## config.mk

```make
export PLATFORM = sky130hd
export DESIGN_NAME = id_stage
export DESIGN_NICKNAME = d
export VERILOG_FILES = /design/src/rtl/id_stage_pkg.sv /design/src/rtl/id_regfile.sv /design/src/rtl/id_stage.sv
export SDC_FILE = /design/constraint.sdc
export NUM_CORES = 2
export LEC_CHECK = 0
export ABC_AREA = 1
export CELL_PAD_IN_SITES_DETAIL_PLACEMENT = 1
export CELL_PAD_IN_SITES_GLOBAL_PLACEMENT = 2
export CORE_MARGIN = 5
export CORE_UTILIZATION = 35
export CTS_CLUSTER_DIAMETER = 80
export DETAILED_ROUTE_END_ITERATION = 10
export HOLD_SLACK_MARGIN = 0.15
export PLACE_DENSITY_LB_ADDON = 0.1
export SLEW_MARGIN = 20
export SYNTH_ARGS = -nofsm -noshare
export SYNTH_HDL_FRONTEND = slang
export SYNTH_SLANG_ARGS = --single-unit
```

## constraint.sdc

```tcl
create_clock -name clk -period 1.55 [get_ports clk]
set_input_delay 0.155 -clock clk [delete_from_list [all_inputs] [get_ports clk]]
set_output_delay 0.155 -clock clk [all_outputs]
set_load 0.005 [all_outputs]
```

## src/rtl/id_stage_pkg.sv

```systemverilog
// Shared decode definitions for the instruction-decode stage: field positions,
// supported opcode/funct sets and the ID/EX field bundle.
`default_nettype none

package id_stage_pkg;

   localparam int SIZE_DEF  = 32;
   localparam int NREGS_DEF = 32;
   localparam int REG_AW    = 5;

   localparam int OPC_MSB = 31;
   localparam int OPC_LSB = 26;
   localparam int RS_MSB  = 25;
   localparam int RS_LSB  = 21;
   localparam int RT_MSB  = 20;
   localparam int RT_LSB  = 16;
   localparam int RD_MSB  = 15;
   localparam int RD_LSB  = 11;
   localparam int SH_MSB  = 10;
   localparam int SH_LSB  = 6;
   localparam int FN_MSB  = 5;
   localparam int FN_LSB  = 0;
   localparam int IMM_MSB = 15;
   localparam int IMM_W   = 16;

   typedef enum logic [5:0] {
      OP_RTYPE = 6'h00,
      OP_J     = 6'h02,
      OP_JAL   = 6'h03,
      OP_BEQ   = 6'h04,
      OP_BNE   = 6'h05,
      OP_ADDI  = 6'h08,
      OP_ADDIU = 6'h09,
      OP_SLTI  = 6'h0A,
      OP_SLTIU = 6'h0B,
      OP_ANDI  = 6'h0C,
      OP_ORI   = 6'h0D,
      OP_XORI  = 6'h0E,
      OP_LUI   = 6'h0F,
      OP_LW    = 6'h23,
      OP_SW    = 6'h2B
   } opcode_e;

   typedef enum logic [5:0] {
      FN_SLL  = 6'h00,
      FN_SRL  = 6'h02,
      FN_SRA  = 6'h03,
      FN_JR   = 6'h08,
      FN_MFHI = 6'h10,
      FN_MFLO = 6'h12,
      FN_MULT = 6'h18,
      FN_DIV  = 6'h1A,
      FN_ADD  = 6'h20,
      FN_ADDU = 6'h21,
      FN_SUB  = 6'h22,
      FN_SUBU = 6'h23,
      FN_AND  = 6'h24,
      FN_OR   = 6'h25,
      FN_XOR  = 6'h26,
      FN_NOR  = 6'h27,
      FN_SLT  = 6'h2A,
      FN_SLTU = 6'h2B
   } funct_e;

   typedef struct packed {
      logic [5:0] opcode;
      logic [4:0] rs;
      logic [4:0] rt;
      logic [4:0] rd;
      logic [4:0] shamt;
      logic [5:0] funct;
      logic       valid;
      logic       illegal;
   } id_fields_t;

   function automatic logic opcode_supported(input logic [5:0] op);
      case (op)
         OP_RTYPE, OP_J, OP_JAL, OP_BEQ, OP_BNE, OP_ADDI, OP_ADDIU,
         OP_SLTI, OP_SLTIU, OP_ANDI, OP_ORI, OP_XORI, OP_LUI,
         OP_LW, OP_SW:  return 1'b1;
         default:       return 1'b0;
      endcase
   endfunction

   function automatic logic funct_supported(input logic [5:0] fn);
      case (fn)
         FN_SLL, FN_SRL, FN_SRA, FN_JR, FN_MFHI, FN_MFLO, FN_MULT, FN_DIV,
         FN_ADD, FN_ADDU, FN_SUB, FN_SUBU, FN_AND, FN_OR, FN_XOR, FN_NOR,
         FN_SLT, FN_SLTU:  return 1'b1;
         default:          return 1'b0;
      endcase
   endfunction

endpackage

`default_nettype wire

```

## src/rtl/id_regfile.sv

```systemverilog
// Register file: two combinational read ports with write-through bypass, one
// synchronous write port; r0 is hardwired to zero.
`default_nettype none

module id_regfile
   import id_stage_pkg::*;
#(
   parameter int SIZE  = SIZE_DEF,
   parameter int NREGS = NREGS_DEF
) (
   input  logic              clk,
   input  logic              rst_n,
   input  logic              we_i,
   input  logic [REG_AW-1:0] waddr_i,
   input  logic [SIZE-1:0]   wdata_i,
   input  logic [REG_AW-1:0] raddr_a_i,
   output logic [SIZE-1:0]   rdata_a_o,
   input  logic [REG_AW-1:0] raddr_b_i,
   output logic [SIZE-1:0]   rdata_b_o
);

   logic [SIZE-1:0] mem_q [NREGS];
   logic            wr_en;

   assign wr_en = we_i && (waddr_i != '0) && (int'(waddr_i) < NREGS);

   always_ff @(posedge clk or negedge rst_n) begin
      if (!rst_n) begin
         for (int i = 0; i < NREGS; i++) begin
            mem_q[i] <= '0;
         end
      end else if (wr_en) begin
         mem_q[waddr_i] <= wdata_i;
      end
   end

   // Bypass makes a write-back in the same cycle visible to the decoding instruction.
   always_comb begin
      rdata_a_o = '0;
      if (raddr_a_i == '0 || int'(raddr_a_i) >= NREGS) begin
         rdata_a_o = '0;
      end else if (wr_en && waddr_i == raddr_a_i) begin
         rdata_a_o = wdata_i;
      end else begin
         rdata_a_o = mem_q[raddr_a_i];
      end
   end

   always_comb begin
      rdata_b_o = '0;
      if (raddr_b_i == '0 || int'(raddr_b_i) >= NREGS) begin
         rdata_b_o = '0;
      end else if (wr_en && waddr_i == raddr_b_i) begin
         rdata_b_o = wdata_i;
      end else begin
         rdata_b_o = mem_q[raddr_b_i];
      end
   end

endmodule

`default_nettype wire

```

## src/rtl/id_stage.sv

```systemverilog
// Instruction decode stage: field split, register read, legality check and the
// ID/EX pipeline register with flush > stall > load priority.
`default_nettype none

module id_stage
   import id_stage_pkg::*;
#(
   parameter int SIZE  = SIZE_DEF,
   parameter int NREGS = NREGS_DEF
) (
   input  logic              clk,
   input  logic              rst_n,
   input  logic [SIZE-1:0]   IF_ID,
   input  logic              if_valid,
   input  logic              stall,
   input  logic              flush,
   input  logic              wb_we,
   input  logic [REG_AW-1:0] wb_addr,
   input  logic [SIZE-1:0]   wb_data,
   output logic [SIZE-1:0]   ID_EX_rs_data,
   output logic [SIZE-1:0]   ID_EX_rt_data,
   output logic [SIZE-1:0]   ID_EX_imm,
   output logic [4:0]        ID_EX_rs,
   output logic [4:0]        ID_EX_rt,
   output logic [4:0]        ID_EX_rd,
   output logic [4:0]        ID_EX_shamt,
   output logic [5:0]        ID_EX_opcode,
   output logic [5:0]        ID_EX_funct,
   output logic              ID_EX_valid,
   output logic              ID_EX_illegal
);

   id_fields_t      dec_fields;
   logic [SIZE-1:0] dec_imm;
   logic [SIZE-1:0] rs_rdata;
   logic [SIZE-1:0] rt_rdata;
   logic            dec_illegal;

   id_fields_t      fields_q,  fields_d;
   logic [SIZE-1:0] rs_data_q, rs_data_d;
   logic [SIZE-1:0] rt_data_q, rt_data_d;
   logic [SIZE-1:0] imm_q,     imm_d;

   id_regfile #(
      .SIZE  (SIZE),
      .NREGS (NREGS)
   ) u_regfile (
      .clk       (clk),
      .rst_n     (rst_n),
      .we_i      (wb_we),
      .waddr_i   (wb_addr),
      .wdata_i   (wb_data),
      .raddr_a_i (IF_ID[RS_MSB:RS_LSB]),
      .rdata_a_o (rs_rdata),
      .raddr_b_i (IF_ID[RT_MSB:RT_LSB]),
      .rdata_b_o (rt_rdata)
   );

   assign dec_illegal = !opcode_supported(IF_ID[OPC_MSB:OPC_LSB]) ||
                        ((IF_ID[OPC_MSB:OPC_LSB] == OP_RTYPE) &&
                         !funct_supported(IF_ID[FN_MSB:FN_LSB]));

   always_comb begin
      dec_fields         = '0;
      dec_fields.opcode  = IF_ID[OPC_MSB:OPC_LSB];
      dec_fields.rs      = IF_ID[RS_MSB:RS_LSB];
      dec_fields.rt      = IF_ID[RT_MSB:RT_LSB];
      dec_fields.rd      = IF_ID[RD_MSB:RD_LSB];
      dec_fields.shamt   = IF_ID[SH_MSB:SH_LSB];
      dec_fields.funct   = IF_ID[FN_MSB:FN_LSB];
      dec_fields.valid   = 1'b1;
      dec_fields.illegal = dec_illegal;
   end

   assign dec_imm = {{(SIZE-IMM_W){IF_ID[IMM_MSB]}}, IF_ID[IMM_MSB:0]};

   // A bubble (flush, or no valid instruction while not stalled) clears every field.
   always_comb begin
      fields_d  = fields_q;
      rs_data_d = rs_data_q;
      rt_data_d = rt_data_q;
      imm_d     = imm_q;
      if (flush) begin
         fields_d  = '0;
         rs_data_d = '0;
         rt_data_d = '0;
         imm_d     = '0;
      end else if (!stall) begin
         if (if_valid) begin
            fields_d  = dec_fields;
            rs_data_d = rs_rdata;
            rt_data_d = rt_rdata;
            imm_d     = dec_imm;
         end else begin
            fields_d  = '0;
            rs_data_d = '0;
            rt_data_d = '0;
            imm_d     = '0;
         end
      end
   end

   always_ff @(posedge clk or negedge rst_n) begin
      if (!rst_n) begin
         fields_q  <= '0;
         rs_data_q <= '0;
         rt_data_q <= '0;
         imm_q     <= '0;
      end else begin
         fields_q  <= fields_d;
         rs_data_q <= rs_data_d;
         rt_data_q <= rt_data_d;
         imm_q     <= imm_d;
      end
   end

   assign ID_EX_rs_data = rs_data_q;
   assign ID_EX_rt_data = rt_data_q;
   assign ID_EX_imm     = imm_q;
   assign ID_EX_rs      = fields_q.rs;
   assign ID_EX_rt      = fields_q.rt;
   assign ID_EX_rd      = fields_q.rd;
   assign ID_EX_shamt   = fields_q.shamt;
   assign ID_EX_opcode  = fields_q.opcode;
   assign ID_EX_funct   = fields_q.funct;
   assign ID_EX_valid   = fields_q.valid;
   assign ID_EX_illegal = fields_q.illegal;

endmodule

`default_nettype wire
```

Word level (Yosys, flattened, before mapping):

Memories as Yosys holds them, arrays and structs flattened.
Index checks and enable logic that the tools add are counted.

* bitwise logic cells: 3
* equal/unequal tests: 3
* $lt $le $gt $ge: 4
* reductions and logical operators: 12
* mux-type cells: 25

Operator list (number)
* $bwmux 1024: 1
* $mux 32: 18
* $bmux 32 s5: 2
* $demux 32 s5: 1
* $mux 34: 3
* $ge 6x6->1 const B: 3
* $not 5->6: 3
* $eq 5x5->1: 2
* $logic_not 5->1: 2
* $logic_not 6->1: 1
* $lt 6x1->1 const B: 1
* $logic_and 1x1->1: 5
* $reduce_bool 5->1: 1
* $logic_not 1->1: 2
* $ne 2x1->1 const B: 1
* $logic_or 1x1->1: 1

* register bits: 1154
* memories: 2
* bits of input ports: 75
* bits in read-only memories: 128

Memories
* (no name shown): depth 64, bits a word 1, rd ports 1, clocked after memory_dff 0, wr ports 0, RTL line id_stage_pkg.sv:86 `case (fn)`
* (no name shown): depth 64, bits a word 1, rd ports 1, clocked after memory_dff 0, wr ports 0, RTL line id_stage_pkg.sv:77 `case (op)`

Logic depth before layout (Yosys ltp):

* depth in word-level cells: 9
* depth in mapped cells: 14
* depth with buffers taken out: 11

Modules after synthesis:

A second synthesis with hierarchy kept.

* cells, all modules: 8816
* area, all modules: 62103.3 um^2

Modules (own cells, without submodules)
* id_regfile: area an instance 58287.2 um^2, cells each 8518, instances 1
* id_stage: area an instance 3816.2 um^2, cells each 298, instances 1

Worst setup path before layout:

OpenSTA, ideal clock, no wires.

* kind: input-to-reg
* start: input port IF_ID[16]
* end: register rt_data_q[23] (netlist: ID_EX_rt_data[23])
* required time: 1434 ps
* buffers on the path: 4
* stages: 13
* slack: -15 ps
* library setup time: 116 ps
* arrival time: 1448 ps
* path through: buf_2 -> buf_2 -> buf_2 -> clkbuf_1 -> nand2_1 -> nand3_1 -> nand3_1 -> nand2_1 -> nand2_1 -> nand2_1 -> o21ai_0 -> nand2_1 -> nand2_1

* longest elaborated chain between the ends: 9
* elaborated cells between the ends (all ways): 12
* those cells by class: eq/ne (1); mux (8); bitwise (1); reduce/logical (2)

RTL lines
* start: declaration: RTL line id_stage.sv:13 `input logic [SIZE-1:0] IF_ID,`
* $not 5->6 (not written as such): RTL line id_regfile.sv:56 `rdata_b_o = mem_q[raddr_b_i];`
* $bmux 32 s5: RTL line id_regfile.sv:56
* $mux 32 (not written as such) (2 in series): RTL line id_regfile.sv:56
* $mux 32: RTL line id_regfile.sv:53 `end else if (wr_en && waddr_i == raddr_b_i) begin`
* $mux 32 (*): RTL line id_regfile.sv:51 `if (raddr_b_i == '0 || int'(raddr_b_i) >= NREGS) begin`
* $mux 32 (*): RTL line id_stage.sv:89 `if (if_valid) begin`
* $mux 32 (*): RTL line id_stage.sv:88 `end else if (!stall) begin`
* $mux 32 (*): RTL line id_stage.sv:83 `if (flush) begin`
* end signal: assignment: RTL line id_stage.sv:112 `rt_data_q <= rt_data_d;`
* end: declaration: RTL line id_stage.sv:41 `logic [SIZE-1:0] rt_data_q, rt_data_d;`

Mark *: on every way between the ends. The rest lies on a longest branch, timed or not. The select of a mux whose other input is x is not followed.
A chain may end at the register's enable or synchronous reset.

==> impl_results.md <==
- Total grt overflow: 0
- Antenna Nets Post-Route: 0
- Worst vdd ir: 0.00125 V
- Power Density: 1170 nW/um^2
- Vias: 67200
- Final HPWL DP: 220000 um
- Final GP Congestion: 0.883
- Drt pass-1 iters: 5
- Flop-to-flop setup slack: 60 ps
- Chip width: 435 um
- Crit. End Element: output pin
- Vias in the first global route: 68900
- Mapped Cells: 9302
- Hold Path Sink: ID_EX_funct[4]$_DFFE_PN0P_
- CTS tree: yes
- Iteration-0 DRC Markers: 5862
- Yosys reg bits: 1122
- Fin crit period: 1670 ps
- DP Worst Slack: -869 ps
- Worst Skew: 25.2 ps
- Initial antenna violation count: 10
- Maximum clock rate: 597 MHz
- CP Launch Type: flop
- Worst Setup Slack, final: -125 ps
- HP Start: stall
- DRC Markers: 0
- FF-to-FF End: ID_EX_rs_data[25]$_DFFE_PN0P_
- Clock sink count: 1122
- Die area: 189000 um^2
- Critical path type: reg -> out
- Core Region: 180000 um^2
- Height of the die: 435 um
- CP max FO: 5
- HP Class: in -> reg
- R2R depth: 11
- Distinct cells, synth: 28
- Multi-input logic area: 28500 um^2
- Hold path cells: 3
- Syn nets: 9377
- IO Count: 205
- Num CTS Buffers: 147
- Headroom to the max-slew limit: 48.0%
- FP Rows: 156
- Core Util, Final: 45.0%
- Outcome: complete, but fails checks
- CTS Buffer Depth: 3
- Reg clk slew, reported paths: 60 ps
- Max-Cap Viols: 0
- Mapped cell area: 63200 um^2
- RSZ-0062 raised after global routing: true
- Worst endpoint required time: 1390 ps
- Tcrit/Tclk final: 108%
- WL/cell: 26.3 um
- Worst-skew pair later-pin latency: 820 ps
- Hold Violations, Final: 0
- Yosys warns: 0
- Fill cells: 22200
- Measured slew at the worst slew-check pin: 773 ps
- LEAKAGE: 41.1 nW
- Largest net degree at the start of global routing: 67
- Post-synthesis sequential area ratio: 44.4%
- Area grow syn2layout: 28.2%
- Crit path DAT: 1520 ps
- Final setup viols: 85
- Vias/cell: 5.49
- CTS Root Cell: clkbuf_16
- Share of layout cells above drive strength 1: 13.5%
- First-pass GRT wire length: 476000 um
- Port Buf Inserts: 204
- Initial core utilization: 35.1%
- Fin. max-slew vios: 0
- GRT Util Overall: 33.4%
- Failing checks: negative setup slack
- Nets@finish: 9811
- Register area: 28100 um^2
- Htree depth: 4
- Routed Wire Length: 322000 um
- Worst flop-to-flop path startpoint: u_regfile.mem_q[153]$_DFFE_PN0P_
- Post-Syn Area per Cell: 6.80 um^2
## worst max-delay path, stage by stage, from the launching register on
cell	delay, ps
dfrtp_2	440
buf_6	150
buf_6	110
## synthesized netlist by cell type
| cell | number | area, um^2 |
|---|---|---|
| nand2_1 | 3373 | 12700 |
| o21ai_0 | 1266 | 6340 |
| nand3_1 | 1264 | 6330 |
| dfrtp_1 | 1122 | 28100 |
| inv_1 | 984 | 3690 |
| clkbuf_1 | 474 | 1780 |
| buf_2 | 168 | 841 |
| a21oi_1 | 158 | 791 |
| nor2_1 | 120 | 450 |
| o211ai_1 | 119 | 893 |
| buf_1 | 95 | 357 |
| o21ai_1 | 44 | 220 |
| buf_4 | 32 | 240 |
| or2_2 | 27 | 169 |
| a22o_1 | 11 | 96.3 |
| inv_2 | 10 | 37.5 |
| nor3_1 | 6 | 30.0 |
| xnor2_1 | 6 | 52.6 |
| clkinv_1 | 5 | 18.8 |
| nor3_2 | 5 | 50.1 |
| a32o_1 | 3 | 30.0 |
| nor2_2 | 3 | 18.8 |
| nand4_1 | 2 | 12.5 |
| a41oi_1 | 1 | 8.76 |
| clkbuf_2 | 1 | 5.00 |
| nor4_4 | 1 | 21.3 |
| o22ai_1 | 1 | 6.26 |
| xor2_1 | 1 | 8.76 |
## flip-flops by register name (all words and copies together) (netlist names)
register         cells
ID_EX_rs_data       32
ID_EX_opcode         6
ID_EX_funct          5
ID_EX_rd             4
ID_EX_shamt          4
ID_EX_imm            3
ID_EX_illegal        1
ID_EX_rt_data       32
u_regfile.mem_q   1024
ID_EX_rs             5
ID_EX_valid          1
ID_EX_rt             5
## cell families (layout without fill, tap and decap cells)
| kind of cell | Yosys count | in the layout | share of synthesized area (%) |
|---|---|---|---|
| other | 0 | 7 | 0 |
| AND/OR/NAND/NOR | 4801 | 4801 | 31.2 |
| XOR/XNOR | 7 | 7 | 0.0970 |
| AO/OA/AOI/OAI | 1603 | 1603 | 13.3 |
| buffers and inverters | 1769 | 2317 | 11.0 |
| flip-flops | 1122 | 1122 | 44.4 |
## power breakdown
group          total [mW]  switching (mW)  leakage [nW]  internal [mW]
clock                35.9            14.5          2.45           21.3
combinational        21.2            13.3          24.3           7.97
sequential           37.7            3.24          14.3           34.5
## repair_timing
action / in CTS / in global routing
endpoints found under the setup margin: 132 / 145
pin swaps: 0 / 2
gates cloned: 1 / 0
hold endpoints to repair: 1237 / 1
buffers inserted: 36 / 7
hold buffers: 50 / 1
resized for setup: 673 / 43
## per-stage QoR
stage | power [mW] | instances | hold slack (ps) | TNS (ps) | instance area (um^2)
floorplan | 49.3 | 9302 | -141 | 0 | 63200
CTS | 95.3 | 12200 | 154 | -9360 | 80800
global route | 99.8 | 12200 | 172 | -8210 | 81100
finish | 94.8 | 12200 | 178 | -5250 | 81100
global placement | 58.0 | 11900 | 47.9 | -502530 | 75200
detailed placement | 58.9 | 11900 | 52.3 | -542990 | 75200
## placed cells by master (no fill, tap or decap), types with 6 or more instances in the layout
| cell type | instances |
|---|---|
| inv_6 | 10 |
| o21ai_1 | 50 |
| nand3_1 | 1259 |
| clkinv_2 | 25 |
| nand2_4 | 28 |
| nand2_1 | 3336 |
| bufinv_16 | 12 |
| inv_1 | 980 |
| inv_2 | 11 |
| dlygate4sd3_1 | 47 |
| nor2_4 | 10 |
| nor3_1 | 6 |
| a21oi_1 | 158 |
| o211ai_1 | 119 |
| diode_2 | 7 |
| clkbuf_16 | 152 |
| buf_2 | 46 |
| dfrtp_2 | 51 |
| xnor2_1 | 6 |
| buf_6 | 105 |
| nor2_1 | 113 |
| dfrtp_1 | 1071 |
| o21ai_0 | 1260 |
| a22o_1 | 11 |
| buf_12 | 331 |
| or2_2 | 27 |
| clkbuf_8 | 29 |
| nand2_2 | 9 |
| clkbuf_1 | 29 |
| clkdlybuf4s50_1 | 66 |
| buf_4 | 453 |
## routing by layer
layer / up-vias / global-route usage [%] / wire length, um
met5: - / 0 / 13
met2: 2082 / 54.7 / 149000
met4: 2 / 12.4 / 13300
met1: 34100 / 45.0 / 142000
met3: 561 / 4.49 / 17700
li1: 30400 / - / -
## final cells by class
cell class | count | share of cell area, %
Timing Repair Buffer | 1055 | 15.6
Sequential cell | 1122 | 34.7
Clock buffer | 209 | 5.30
Multi-Input combinational cell | 6411 | 35.2
Tap cell | 2370 | 3.66
Antenna cell | 7 | 0.0216
Clock inverter | 54 | 0.823
Inverter | 999 | 4.67
## how the worst max path moves through the flow
| stage | startpoint | endpoint | slack [ps] | cells past startpoint |
|---|---|---|---|---|
| after CTS | ID_EX_imm[30]$_DFFE_PN0P_ | ID_EX_imm[27] | -170 | 2 |
| after detailed placement | IF_ID[24] | ID_EX_rs_data[24]$_DFFE_PN0P_ | -870 | 9 |
| after global routing | ID_EX_imm[30]$_DFFE_PN0P_ | ID_EX_imm[29] | -160 | 2 |
| final | ID_EX_imm[30]$_DFFE_PN0P_ | ID_EX_imm[31] | -120 | 2 |
| after global placement | IF_ID[24] | ID_EX_rs_data[5]$_DFFE_PN0P_ | -900 | 9 |
| after floorplan | wb_addr[4] | ID_EX_rs_data[10]$_DFFE_PN0P_ | 8 | 10 |
Note: power is estimated with default switching activity, not from simulation.
